### config.mk
export PLATFORM = sky130hd
export DESIGN_NAME = flip_sequencer
export DESIGN_NICKNAME = d
export VERILOG_FILES = /design/src/rtl/flip_sequencer.sv
export SDC_FILE = /design/constraint.sdc
export NUM_CORES = 1
export LEC_CHECK = 0
export CAP_MARGIN = 25
export CORE_MARGIN = 1.5
export CORE_UTILIZATION = 35
export DETAILED_ROUTE_END_ITERATION = 8
export GPL_TIMING_DRIVEN = 0
export PLACE_DENSITY = 0.63
export SETUP_SLACK_MARGIN = 0.15
export SYNTH_ARGS = -nofsm -noshare
export SYNTH_HDL_FRONTEND = slang
export SYNTH_SLANG_ARGS = --single-unit
export TNS_END_PERCENT = 5
### constraint.sdc
create_clock -name clk -period 4.2 [get_ports clk]
set_clock_uncertainty 0.15 [all_clocks]
set_input_delay 0.84 -clock clk [delete_from_list [all_inputs] [get_ports clk]]
set_output_delay 0.84 -clock clk [all_outputs]
set_load 0.01 [all_outputs]
### src/rtl/flip_sequencer.sv
// Turn controller for the tile-flip memory game: switch edges become tile flips,
// each two-flip turn is compared, mismatches are held on screen, solved tiles accumulate.
module flip_sequencer #(
  parameter int unsigned HOLD_CYCLES = 50_000_000,
  parameter int unsigned TRIES_W     = 8
) (
  input  logic               clk,
  input  logic               reset,
  input  logic               start,
  input  logic [15:0]        switches,
  input  logic [47:0]        tile_values,
  output logic [15:0]        revealed,
  output logic [15:0]        matched_tiles,
  output logic [15:0]        mismatched_tiles,
  output logic [TRIES_W-1:0] tries,
  output logic               busy,
  output logic               game_won
);

  localparam int unsigned CntW = (HOLD_CYCLES > 1) ? $clog2(HOLD_CYCLES) : 1;
  localparam logic [CntW-1:0] HoldLoad = CntW'(HOLD_CYCLES - 1);

  typedef enum logic [2:0] {
    StIdle, StWait1, StWait2, StCompare, StShowMiss, StWon
  } state_e;

  state_e              state_q, state_d;
  logic [15:0]         sw_prev_q, sw_prev_d;
  logic [47:0]         vals_q, vals_d;
  logic [3:0]          first_idx_q, first_idx_d;
  logic [3:0]          second_idx_q, second_idx_d;
  logic [CntW-1:0]     cnt_q, cnt_d;
  logic [15:0]         revealed_q, revealed_d;
  logic [15:0]         matched_q, matched_d;
  logic [15:0]         mismatched_q, mismatched_d;
  logic [TRIES_W-1:0]  tries_q, tries_d;
  logic                req_vld_q, req_vld_d;
  logic [3:0]          req_idx_q, req_idx_d;

  logic [15:0] rise;
  logic        req_hit;
  logic [3:0]  req_pick;
  logic        req_ok;
  logic [5:0]  first_base, second_base;
  logic [2:0]  val_first, val_second;
  logic [15:0] pair_mask;

  always_comb begin
    rise     = switches & ~sw_prev_q & ~matched_q & ~revealed_q;
    req_hit  = 1'b0;
    req_pick = 4'd0;
    // Descending scan so the lowest set index wins.
    for (int i = 15; i >= 0; i--) begin
      if (rise[i]) begin
        req_hit  = 1'b1;
        req_pick = 4'(i);
      end
    end
  end

  always_comb begin
    first_base  = 6'(first_idx_q) * 6'd3;
    second_base = 6'(second_idx_q) * 6'd3;
    val_first   = vals_q[first_base +: 3];
    val_second  = vals_q[second_base +: 3];
    pair_mask   = (16'h1 << first_idx_q) | (16'h1 << second_idx_q);
    // The request was captured a cycle ago; re-check the tile is still face-down.
    req_ok      = req_vld_q && !revealed_q[req_idx_q] && !matched_q[req_idx_q];
  end

  always_comb begin
    state_d      = state_q;
    sw_prev_d    = switches;
    vals_d       = vals_q;
    first_idx_d  = first_idx_q;
    second_idx_d = second_idx_q;
    cnt_d        = cnt_q;
    revealed_d   = revealed_q;
    matched_d    = matched_q;
    mismatched_d = mismatched_q;
    tries_d      = tries_q;
    req_vld_d    = req_hit && ((state_q == StWait1) || (state_q == StWait2));
    req_idx_d    = req_pick;

    if (start) begin
      state_d      = StWait1;
      vals_d       = tile_values;
      cnt_d        = '0;
      revealed_d   = '0;
      matched_d    = '0;
      mismatched_d = '0;
      tries_d      = '0;
      req_vld_d    = 1'b0;
    end else begin
      unique case (state_q)
        StIdle: ;
        StWait1: begin
          if (req_ok) begin
            revealed_d[req_idx_q] = 1'b1;
            first_idx_d           = req_idx_q;
            state_d               = StWait2;
          end
        end
        StWait2: begin
          if (req_ok) begin
            revealed_d[req_idx_q] = 1'b1;
            second_idx_d          = req_idx_q;
            state_d               = StCompare;
          end
        end
        StCompare: begin
          if (!(&tries_q)) tries_d = tries_q + TRIES_W'(1);
          if (val_first == val_second) begin
            matched_d  = matched_q | pair_mask;
            revealed_d = revealed_q & ~pair_mask;
            state_d    = (matched_d == 16'hFFFF) ? StWon : StWait1;
          end else begin
            mismatched_d = pair_mask;
            cnt_d        = HoldLoad;
            state_d      = StShowMiss;
          end
        end
        StShowMiss: begin
          if (cnt_q == '0) begin
            revealed_d   = revealed_q & ~pair_mask;
            mismatched_d = '0;
            state_d      = StWait1;
          end else begin
            cnt_d = cnt_q - CntW'(1);
          end
        end
        StWon: ;
        default: state_d = StIdle;
      endcase
    end
  end

  always_ff @(posedge clk) begin
    if (reset) begin
      state_q      <= StIdle;
      sw_prev_q    <= '0;
      vals_q       <= '0;
      first_idx_q  <= '0;
      second_idx_q <= '0;
      cnt_q        <= '0;
      revealed_q   <= '0;
      matched_q    <= '0;
      mismatched_q <= '0;
      tries_q      <= '0;
      req_vld_q    <= 1'b0;
      req_idx_q    <= '0;
    end else begin
      state_q      <= state_d;
      sw_prev_q    <= sw_prev_d;
      vals_q       <= vals_d;
      first_idx_q  <= first_idx_d;
      second_idx_q <= second_idx_d;
      cnt_q        <= cnt_d;
      revealed_q   <= revealed_d;
      matched_q    <= matched_d;
      mismatched_q <= mismatched_d;
      tries_q      <= tries_d;
      req_vld_q    <= req_vld_d;
      req_idx_q    <= req_idx_d;
    end
  end

  assign revealed         = revealed_q;
  assign matched_tiles    = matched_q;
  assign mismatched_tiles = mismatched_q;
  assign tries            = tries_q;
  assign busy             = (state_q == StCompare) || (state_q == StShowMiss);
  assign game_won         = (state_q == StWon);

endmodule

# == Word-level counts from Yosys, hierarchy flattened ==
# Cells that the tools add are included.
# totals
reg_bits,162
inputBits,67
out_inout_bits,58
elab_cells,141
# classes
addsub,2
n_mul,2
magnitude_cmp,2
eq_ne,18
n_shift,4
muxes,54
bitwise_logic,14
reduce_logical,29
# op_table
cell,count
$shiftx 48x7->3,2
$mux 16,5
$and 16x16->16,4
$not 16->16,4
$mux 26,2
$pmux 26 s2,1
$or 16x16->16,3
$pmux 16 s3,1
$mux 4,8
$pmux 16 s2,1
$shl 1x4->16 const A,2
$mux 3,9
$logic_not 26->1,1
$sub 26x1->26 const B,1
$mux 1,21
$eq 16x16->1 const B,1
$pmux 3 s5,1
$mul 4x2->6 const B,2
$ne 2x2->1 const B,6
$reduce_and 3->1,4
$reduce_and 4->1,3
$ne 3x3->1 const B,3
$reduce_or 9->1,1
$add 8x1->8 const B,1
other kinds (22),38

# == Depth between registers and ports, before layout ==
# depth
word_depth,21
ltp_mapped,11
mapped_depth_nobuf,8

# == Worst setup path after synthesis ==
# No wires, ideal clock.
# synth_path
kind,flip-flop to flip-flop
start,register first_idx_q[0]
end,register matched_q[12] (netlist: matched_tiles[12])
setup_time_ps,65
arrival_ps,2712
t_required_ps,3985
slack_ps,1273
stages_incl_launch_ff,12
path_buffers,5
synth_period_minus_slack_ps,2927
cell_sequence,dfxtp_1 -> buf_6 -> buf_6 -> mux4_2 -> a221oi_2 -> xor2_1 -> nor4_1 -> buf_6 -> buf_2 -> buf_2 -> a21oi_1 -> nor2_1
# synth_via
elab_chain_cells,4
elab_cells_between_ends,7
cone_classes,1 x mul; 1 x eq/ne; 2 x shift; 2 x bitwise; 1 x reduce/logical
# synth_lines
element,line_no,source
"start, declared",30,"logic [3:0] first_idx_q, first_idx_d;"
"start signal, assigned",156,first_idx_q <= first_idx_d;
$mul 4x2->6,62,first_base = 6'(first_idx_q) * 6'd3;
$shiftx 48x7->3,64,val_first = vals_q[first_base +: 3];
$eq 3x3->1,113,if (val_first == val_second) begin
$reduce_and 2->1 (no source line),-,
"end signal, assigned",160,matched_q <= matched_d;
"end, declared",34,"logic [15:0] matched_q, matched_d;"
# Several ways; a longest one is shown, not always the timed one.
# A chain may end at the register's enable or synchronous reset.

# == Final worst setup path ==
# layout_path
start,register second_idx_q[1]
end,register matched_q[14] (netlist: matched_tiles[14])
# layout_via
elab_chain_cells,4
elab_cells_between_ends,7
cone_classes,1 x mul; 1 x eq/ne; 2 x shift; 2 x bitwise; 1 x reduce/logical
# layout_lines
element,line_no,source
"start, declared",31,"logic [3:0] second_idx_q, second_idx_d;"
"start signal, assigned",157,second_idx_q <= second_idx_d;
$mul 4x2->6,63,second_base = 6'(second_idx_q) * 6'd3;
$shiftx 48x7->3,65,val_second = vals_q[second_base +: 3];
$eq 3x3->1,113,
$reduce_and 2->1 (no source line),-,
# Several ways; a longest one is shown, not always the timed one.

==> metrics.txt <==
IO Count=between 100 and 150; CP Data Arrival Time=between 3 and 4 ns; postcts setup bufs=0; final std cells w/o fill=approximately 1300; post-CTS sizing=0; core area=0.0217 mm^2; Cells after DPL=roughly 1200; worst path cell trace=buf_2 -> buf_2 -> mux4_2 -> a221oi_2 -> xor2_1 -> nor4_1 -> buf_6 -> buf_2 -> buf_2 -> a21oi_1 -> nor2_1; vias per cell=~5.4; Setup TNS=0 ns; crit-path max FO=10; antenna cells=0; async set or reset register ratio after synthesis=0; nets=between 1000 and 1500; DRC=0; input/output buffers=123; final hold vios=0; CTS HTree Levels=4; GRT Resource Usage Total=0.204; WL met1=about 10 mm; most frequent cells in the layout=dfxtp_1, nor2_1, clkdlybuf4s50_1, mux2i_1, a21oi_1; Max Cap Viol=0; register area=approximately 0.0032 mm^2; DIE AREA=roughly 0.023 mm^2; Worst-path clk slew=around 0.060 ns; Synth Net Count=around 900; largest net degree at the start of global routing=17; global-route wire length before repair=35.6 mm; Die W=between 150 and 200 um; global route overflow=0; TritonCTS clock tree=built; final period demand of the worst path=3.74 ns; Worst EP required=about 4.4 ns; Yosys cell types=58; Clock Root Buffer=clkbuf_16; Crit Path Category=reg2reg; endpoint class of the critical path=flip-flop; vias in the first global route=around 6400; Synth warnings=0; initial antenna violation count=0; reg2reg path depth=11; WL final=roughly 23 mm; slowest CP cell=nor4_1; DR WL met3=between 1 and 1.5 mm; top layer reached by signal wires=met4; DIE HEIGHT=~150 um; commonest non-fill, non-tap cell in the layout=dfxtp_1; Multi-input gate area=~0.0042 mm^2; clock latency on the worst-skew pair=~0.44 ns; Mapped Cells=between 800 and 900; register area share after synthesis=0.421; met2 wire length=around 11 mm; hold_buf cts=0; top_reg_cell synth=dfxtp_1; clk sinks=between 150 and 200; DRT Pass-1 Iters=5; Max Fclk=roughly 270 MHz; maximum buffer depth of the clock tree=2; area growth from synthesis to layout=29.1%; status=complete, no violations; Final GP Congestion=0.844; Post-synth EDFFs=0; crit start category=flip-flop; initial core utilization=0.355; ratio of cells with drive above 1 in the final layout=0.112; DRT antenna net count=0; endpoints failing setup=0; HPWL after DPL=about 17 mm; RSZ-0062 raised after global routing=false; total power=3620 uW; Top delay family on crit path=buffers and inverters; Leak Pwr=about 0.0036 uW; measured slew at the worst slew-check pin=0.943 ns; routed len/inst=about 18 um; Crit path top cell by count=buf_2; #FFs+latches synth=~160; Max VDD drop=approximately 0.23 mV; max incr delay on CP=0.83 ns; relative max-transition margin=0.366; Filler cells=between 2000 and 2500; Mapped Avg Cell Area=between 9 and 10 um^2; total CTS buffers=17; Vias=slightly below 7000; max-slew violation count=0; PwrDens=~360 mW/mm^2; hold path depth=2; worst min-delay path category=reg2reg; worst path bufs/invs=5; DR iter-0 viols=542; area of the mapped netlist=approximately 0.0077 mm^2; Rows=54; stages on the worst setup path=11; Final period util=0.891
-- power by group --
group / internal, uW / switching (uW)
Clock: 1090 / 655
Sequential: 1580 / 25.5
Combinational: 140 / 133
Total: 2810 / 813
-- per-stage QoR --
step / worst slack [ns] / hold WS, ns / area (um^2) / util
floorplan: 1.27 / 0.322 / 7700 / -
global placement: 0.506 / 0.291 / 9280 / 0.428
detailed placement: 0.513 / 0.294 / 9280 / 0.428
CTS: 0.488 / 0.302 / 9940 / 0.458
global route: 0.266 / 0.324 / 9940 / 0.458
finish: 0.458 / 0.296 / 9940 / 0.458
-- cells in the mapped netlist, types with 12 or more instances --
cell      count  share of area
a31oi_1      12         0.0097
nor3_1       23          0.015
a21oi_1      45          0.029
mux4_2       25          0.073
mux2i_1      60          0.078
xnor2_1      21          0.024
nor2b_1      23          0.019
o22ai_1      24          0.019
clkbuf_1     26          0.013
nand2_1      39          0.019
o21ai_1      13         0.0084
nor2_1      130          0.063
nand3_1      27          0.018
a211oi_1     18          0.018
dfxtp_1     162           0.42
o21ai_0      18          0.012
-- routing by layer --
layer / up-vias / GRT usage
met4: 0 / 0.0607
met2: 195 / 0.327
met3: 28 / 0.0458
met5: - / 0
met1: 3223 / 0.274
li1: 3294 / -
-- final timing paths --
path,startpoint,to,slack (ns)
min,mismatched_tiles[5]$_SDFFE_PP0P_,mismatched_tiles[5]$_SDFFE_PP0P_,0.30
max,second_idx_q[1]$_SDFFE_PP0P_,matched_tiles[14]$_SDFFE_PP0P_,0.46
min reg2reg,mismatched_tiles[5]$_SDFFE_PP0P_,mismatched_tiles[5]$_SDFFE_PP0P_,0.30
max reg2reg,second_idx_q[1]$_SDFFE_PP0P_,matched_tiles[14]$_SDFFE_PP0P_,0.46
-- flip-flops by register name, indices dropped and copies added (netlist names) --
signal,cells
vals_q,48
cnt_q,26
matched_tiles,16
mismatched_tiles,16
revealed,16
sw_prev_q,16
tries,8
first_idx_q,4
req_idx_q,4
second_idx_q,4
state_q,3
req_vld_q,1
-- cell families after synthesis --
logic type,after synthesis,synth area share
buffers and inverters,56,0.0361
and+or+nand+nor,334,0.228
AOI/OAI and AO/OA,155,0.129
adders and majority gates,2,0.00325
muxes,85,0.151
DFF,162,0.421
xor gates and xnor gates,28,0.0318
-- worst reg2reg max path, delay by kind of cell (launching register included) --
kind | cells | cell delay, ns
flip-flops | 1 | 0.32
buffers and inverters | 5 | 1.36
XOR/XNOR | 1 | 0.15
multiplexers | 1 | 0.37
AND/OR/NAND/NOR | 2 | 0.94
AO/OA/AOI/OAI | 2 | 0.39
-- final cells by class --
cell class                      count  share of cell area
Buffer                             52              0.0264
Clock buffer                       20              0.0459
Clock inverter                     12              0.0205
Inverter                            4             0.00151
Multi-Input combinational cell    604               0.420
Sequential cell                   162               0.326
Tap cell                          280              0.0352
Timing Repair Buffer              123               0.124
No activity file was read; power rests on OpenSTA's default activity.
